`src/rtl/fifo_arb_pkg.sv`:
```
// Shared constants and types for the two-source FIFO arbiter/scheduler.
// Optional grant statistics are enabled by FIFO_ARB_STATS_EN.
package fifo_arb_pkg;

  localparam int FIFO_DEPTH = 15;

  typedef enum logic [1:0] {
    ST_IDLE = 2'd0,
    ST_RUN  = 2'd1,
    ST_GAP  = 2'd2
  } rd_st_e;

  localparam logic SRC_A = 1'b0;
  localparam logic SRC_B = 1'b1;

  function automatic logic [15:0] sat_inc16(
    input logic [15:0] v
  );
    return (v == 16'hFFFF) ? v : v + 16'd1;
  endfunction

endpackage

```
`src/rtl/rr_arb2.sv`:
```
// Two-way round-robin arbiter; the pointer always moves to the
// source that was not just granted.
module rr_arb2
  import fifo_arb_pkg::*;
(
  input  logic       clk,
  input  logic       rst,
  input  logic [1:0] req,
  input  logic       en,
  output logic [1:0] gnt
);

  logic ptr_q, ptr_d;

  always_comb begin
    gnt   = '0;
    ptr_d = ptr_q;
    if (en) begin
      if (req == 2'b11) gnt[ptr_q] = 1'b1;
      else              gnt        = req;
    end
    if (gnt[SRC_A]) ptr_d = SRC_B;
    if (gnt[SRC_B]) ptr_d = SRC_A;
  end

  always_ff @(posedge clk or negedge rst) begin
    if (!rst) ptr_q <= SRC_A;
    else      ptr_q <= ptr_d;
  end

endmodule

```
`src/rtl/fifo_arb_sched.sv`:
```
// Shared SRL16 FIFO controller: arbitrated write stage, burst reader.
// Define FIFO_ARB_STATS_EN to add per-source grant counters.
module fifo_arb_sched
  import fifo_arb_pkg::*;
#(
  parameter int unsigned BURST = 4,
  parameter int unsigned GAP   = 1
) (
  input  logic        clk,
  input  logic        rst,
  input  logic [15:0] a_d,
  input  logic        a_v,
  output logic        a_rdy,
  input  logic [15:0] b_d,
  input  logic        b_v,
  output logic        b_rdy,
  output logic [15:0] fifo_pdi,
  output logic        fifo_iv,
  input  logic        fifo_full,
  input  logic        fifo_empty,
  output logic        fifo_oe,
  input  logic        fifo_ov,
  input  logic        rd_req,
  output logic        burst_act,
  output logic [3:0]  level,
  output logic        ovf
`ifdef FIFO_ARB_STATS_EN
  ,
  output logic [15:0] cnt_a,
  output logic [15:0] cnt_b
`endif
);

  logic [1:0]  gnt;
  logic        space;
  logic        iv_q;
  logic [15:0] pdi_q;
  logic [3:0]  level_q, level_d;
  logic        ovf_q;
  logic        wr_hit, rd_hit;
  rd_st_e      st_q;
  logic [3:0]  cnt_q, gcnt_q;
  logic        oe_q, act_q;

  // The write sitting in the pipeline register already owns a slot.
  assign space = ({1'b0, level_q} + {4'b0, iv_q})
               < 5'(FIFO_DEPTH);

  rr_arb2 u_arb (
    .clk (clk),
    .rst (rst),
    .req ({b_v, a_v}),
    .en  (space),
    .gnt (gnt)
  );

  assign a_rdy = gnt[SRC_A];
  assign b_rdy = gnt[SRC_B];

  always_ff @(posedge clk or negedge rst) begin
    if (!rst) begin
      iv_q  <= 1'b0;
      pdi_q <= '0;
    end else begin
      iv_q <= |gnt;
      if (gnt[SRC_B])      pdi_q <= b_d;
      else if (gnt[SRC_A]) pdi_q <= a_d;
    end
  end

  assign wr_hit = iv_q & ~fifo_full;
  assign rd_hit = fifo_ov & ~fifo_empty;

  always_comb begin
    level_d = level_q;
    unique case ({wr_hit, fifo_ov})
      2'b10: if (level_q != 4'd15) level_d = level_q + 4'd1;
      2'b01: if (level_q != 4'd0)  level_d = level_q - 4'd1;
      default: level_d = level_q;
    endcase
  end

  always_ff @(posedge clk or negedge rst) begin
    if (!rst) begin
      level_q <= '0;
      ovf_q   <= 1'b0;
    end else begin
      level_q <= level_d;
      if (iv_q && fifo_full) ovf_q <= 1'b1;
    end
  end

  always_ff @(posedge clk or negedge rst) begin
    if (!rst) begin
      st_q   <= ST_IDLE;
      cnt_q  <= '0;
      gcnt_q <= '0;
      oe_q   <= 1'b0;
      act_q  <= 1'b0;
    end else begin
      unique case (st_q)
        ST_IDLE: begin
          if (rd_req && level_q >= 4'(BURST)) begin
            st_q  <= ST_RUN;
            cnt_q <= 4'(BURST);
            oe_q  <= 1'b1;
            act_q <= 1'b1;
          end
        end
        ST_RUN: begin
          if (rd_hit) begin
            if (cnt_q == 4'd1) begin
              oe_q  <= 1'b0;
              act_q <= 1'b0;
              if (GAP == 0) begin
                st_q <= ST_IDLE;
              end else begin
                st_q   <= ST_GAP;
                gcnt_q <= 4'(GAP);
              end
            end else begin
              cnt_q <= cnt_q - 4'd1;
            end
          end
        end
        ST_GAP: begin
          if (gcnt_q == 4'd1) st_q <= ST_IDLE;
          else                gcnt_q <= gcnt_q - 4'd1;
        end
        default: st_q <= ST_IDLE;
      endcase
    end
  end

  assign fifo_iv   = iv_q;
  assign fifo_pdi  = pdi_q;
  assign fifo_oe   = oe_q;
  assign burst_act = act_q;
  assign level     = level_q;
  assign ovf       = ovf_q;

`ifdef FIFO_ARB_STATS_EN
  logic [15:0] cnt_a_q, cnt_b_q;

  always_ff @(posedge clk or negedge rst) begin
    if (!rst) begin
      cnt_a_q <= '0;
      cnt_b_q <= '0;
    end else begin
      if (gnt[SRC_A]) cnt_a_q <= sat_inc16(cnt_a_q);
      if (gnt[SRC_B]) cnt_b_q <= sat_inc16(cnt_b_q);
    end
  end

  assign cnt_a = cnt_a_q;
  assign cnt_b = cnt_b_q;
`endif

endmodule

```
`config.mk`:
```
export PLATFORM = sky130hd
export DESIGN_NAME = fifo_arb_sched
export DESIGN_NICKNAME = d
export VERILOG_FILES = /design/src/rtl/fifo_arb_pkg.sv /design/src/rtl/rr_arb2.sv /design/src/rtl/fifo_arb_sched.sv
export SDC_FILE = /design/constraint.sdc
export NUM_CORES = 1
export LEC_CHECK = 0
export ABC_AREA = 0
export ABC_CLOCK_PERIOD_IN_PS = 2200
export CAP_MARGIN = 20
export CELL_PAD_IN_SITES_DETAIL_PLACEMENT = 0
export CELL_PAD_IN_SITES_GLOBAL_PLACEMENT = 1
export CORE_AREA = 2 2 78 88
export DETAILED_ROUTE_END_ITERATION = 8
export DIE_AREA = 0 0 80 90
export GPL_ROUTABILITY_DRIVEN = 0
export GPL_TIMING_DRIVEN = 1
export PLACE_DENSITY_LB_ADDON = 0.1
export SYNTH_ARGS = -nofsm -noshare
export SYNTH_HDL_FRONTEND = slang
export SYNTH_SLANG_ARGS = --single-unit
```
`constraint.sdc`:
```
create_clock -name clk -period 2.2 [get_ports clk]
set_input_delay 0.44 -clock clk [delete_from_list [all_inputs] [get_ports clk]]
set_output_delay 0.44 -clock clk [all_outputs]
set_load 0.02 [all_outputs]
```
==> results.json <==
{
  "setup_violations": 2,
  "postSynthAreaPerCell_sq_um": 11.2,
  "swShare_pct": 38.0,
  "grt_max_degree": 23,
  "antenna_found_initial": 0,
  "synthArstFlopShare_pct": 100,
  "yosys-top-cells-area": "dfrtp_1 (45%), a2bb2oi_2 (7.9%), ha_1 (6.6%), o22ai_1 (5.3%), a2bb2oi_1 (3.2%)",
  "synth_common_cells": "dfrtp_1 (34), o22ai_1 (16), inv_1 (13)",
  "area_delta_synth_final_pct": 54.8,
  "cts_hold_buf": 0,
  "die_w_um": 80,
  "multi_input_area_sq_um": 978,
  "seq_power_share_pct": 28.6,
  "share_comb_of_total_power_pct": 57.6,
  "numCtsBuffers": 5,
  "p_int_mw": 2.44,
  "dieArea_sq_um": 7200,
  "regArea_sq_um": 853,
  "pre_cts_slack_ns": -0.289,
  "p_clk_share_pct": 13.8,
  "vdd_drop_max_v": 0.000515,
  "tightestPinTransition_ns": 0.542,
  "fmax_ghz": 0.429,
  "grt_pass1_vias": 1649,
  "cts-root-buf": "clkbuf_8",
  "grt_pass1_wl_um": 7980,
  "violations": "negative setup slack",
  "ys_types": 43,
  "cellPowerDensity_nw_per_um2": 1340,
  "numPortBuffers": 65,
  "yosys.area.top_type_share_pct": 44.7,
  "dpl.hpwl_um": 3570,
  "core_sq_um": 6360,
  "synth.yosys.seq_area_share_pct": 44.7,
  "diodes": 0,
  "required_ns": 1.76,
  "worstSetupPathType": "reg -> out",
  "dpl_cell_area_sq_um": 2790,
  "fill_cells": 643,
  "rows": 31,
  "h-tree-depth": 2,
  "clkSinkCount": 34,
  "critPathMaxFanout": 3,
  "start_util_pct": 29.9,
  "synth_edf_count": 0,
  "design_area_sq_um": 2940,
  "period_needed_ns": 2.33,
  "cts_tree": "yes",
  "relSlewSlack_pct": 63.8,
  "ys.flop_type": "dfrtp_1",
  "min_path_type": "in -> async",
  "worst_ep_arrival_time_ns": 1.89,
  "clockBufferDepth": 2,
  "fin_nets": 312,
  "outcome": "complete, but fails checks",
  "skew_ns": 0.00852,
  "syn_nets": 221,
  "cts.clk_slew.worst_paths_ns": 0.08,
  "maxCapViolations": 0,
  "dieHeight_um": 90,
  "dr_total_vias": 1606,
  "synth_warnings": 0,
  "first_iter_violations": 23,
  "crit_path_end_kind": "output pin",
  "report.final.slew_viol_count": 0,
  "drtAntennaViolNets": 0,
  "power_switching_mw": 1.50,
  "syn-cell-area_sq_um": 1900,
  "cp-start-kind": "register",
  "hold_viol_final": 0,
  "ios": 66,
  "hold_ws_ns": 0.0263,
  "syn_inst": 170,
  "drc": 0,
  "yosys_register_bits": 34,
  "routedWlPerCell_um": 13.6,
  "final_layout_size_suffix_gt1_share_pct": 24.0,
  "drtPass1Iterations": 4,
  "yosysTopAreaCell": "dfrtp_1",
  "drt-total-wl_um": 4680,
  "grt-ovfl-total": 0,
  "via_per_inst": 4.67,
  "grt_setup_unrepaired": "true",
  "period_share_pct": 106,
  "synth_most_common_cell": "dfrtp_1",
  "clkLatencyLatePin_ns": 0.28,
  "grt.total_usage_pct": 14.0,
  "layout_setup_ws_ns": -0.132,
  "p_leak_nw": 1.23,
  "regToRegSetupSlack_ns": 0.20
}
worst max-delay path, stage by stage (launching register included):
cell and delay, ns:
dfrtp_2 0.42, ha_4 0.17, buf_4 0.13, and4_4 0.19
a2111oi_4 0.31, nor2b_2 0.10, and3_4 0.18, buf_6 0.12
sequential cells by signal, summed over array words and instances (netlist names):
signal	flops
fifo_pdi	16
cnt_q	4
gcnt_q	4
level	4
st_q	2
burst_act	1
fifo_iv	1
ovf	1
u_arb.ptr_q	1
logic make-up (layout without fill, tap and decap cells):
| family | count (synthesis) | in the layout | synth area share [%] |
|---|---|---|---|
| buffers and inverters | 21 | 113 | 6.05 |
| AOI/OAI and AO/OA | 50 | 50 | 23.0 |
| muxes | 3 | 3 | 1.64 |
| adders and majority gates | 11 | 11 | 7.63 |
| DFF | 34 | 34 | 44.7 |
| and+or+nand+nor | 44 | 44 | 13.7 |
| xor gates and xnor gates | 7 | 7 | 3.22 |
cells in the final DEF, fill, tap and decap left out, types with 4 or more instances in the layout:
cell,count
xor2_1,4
clkdlybuf4s50_1,62
o22ai_1,16
o21ai_0,5
a2bb2oi_2,10
clkbuf_8,8
nor2_1,6
buf_4,27
nand3_1,5
nor3_1,4
inv_1,13
dfrtp_1,32
nand2_1,7
a2bb2oi_1,7
ha_1,8
power groups by stage:
stage	clock [mW]	combinational, mW	sequential [mW]
after floorplan	0	1.12	1.38
after global placement	0	2.25	1.12
after detailed placement	0	2.24	1.13
after CTS	0.567	2.30	1.13
after global routing	0.598	2.51	1.17
final	0.543	2.27	1.13
through the flow:
stage               util, %  TNS [ns]  cells  power, mW
global placement       43.9    -0.709    333       3.37
finish                 46.3    -0.258    344       3.94
detailed placement     43.9    -0.924    333       3.37
floorplan                 -         0    170       2.50
global route           46.3    -0.428    344       4.28
CTS                    46.2    -0.397    343       4.00
final timing paths:
kind | start | end | cells after the start
max | fifo_iv | a_rdy | 7
min | rst | cnt_q[3] | 1
max reg2reg | fifo_iv | fifo_pdi[0] | 9
min reg2reg | ovf | ovf | 1
max in group asynchronous | rst | fifo_iv | 2
min in group clk | ovf | ovf | 1
per-layer routing:
metal	track usage (%)	up-vias	share of wire (%)
met5	0	-	0
met4	3.81	0	1.2
met3	4.82	6	6.7
met2	22.5	50	48
met1	17.7	747	44
li1	-	803	-
repair_timing:
| item | CTS | global route |
|---|---|---|
| pin swaps | 2 | 1 |
| gates resized for setup | 14 | 0 |
| endpoints found under the hold margin | 0 | 0 |
| endpoints found under the setup margin | 2 | 2 |
| buffers inserted | 2 | 1 |
cell type report:
type | count | area share, %
flip-flops and latches | 34 | 29.0
repair buffers | 92 | 28.9
multi-input cells | 115 | 33.2
inverters | 13 | 1.66
well taps | 82 | 3.48
clock buffers | 8 | 3.74
(Power assumes the default switching activity.)
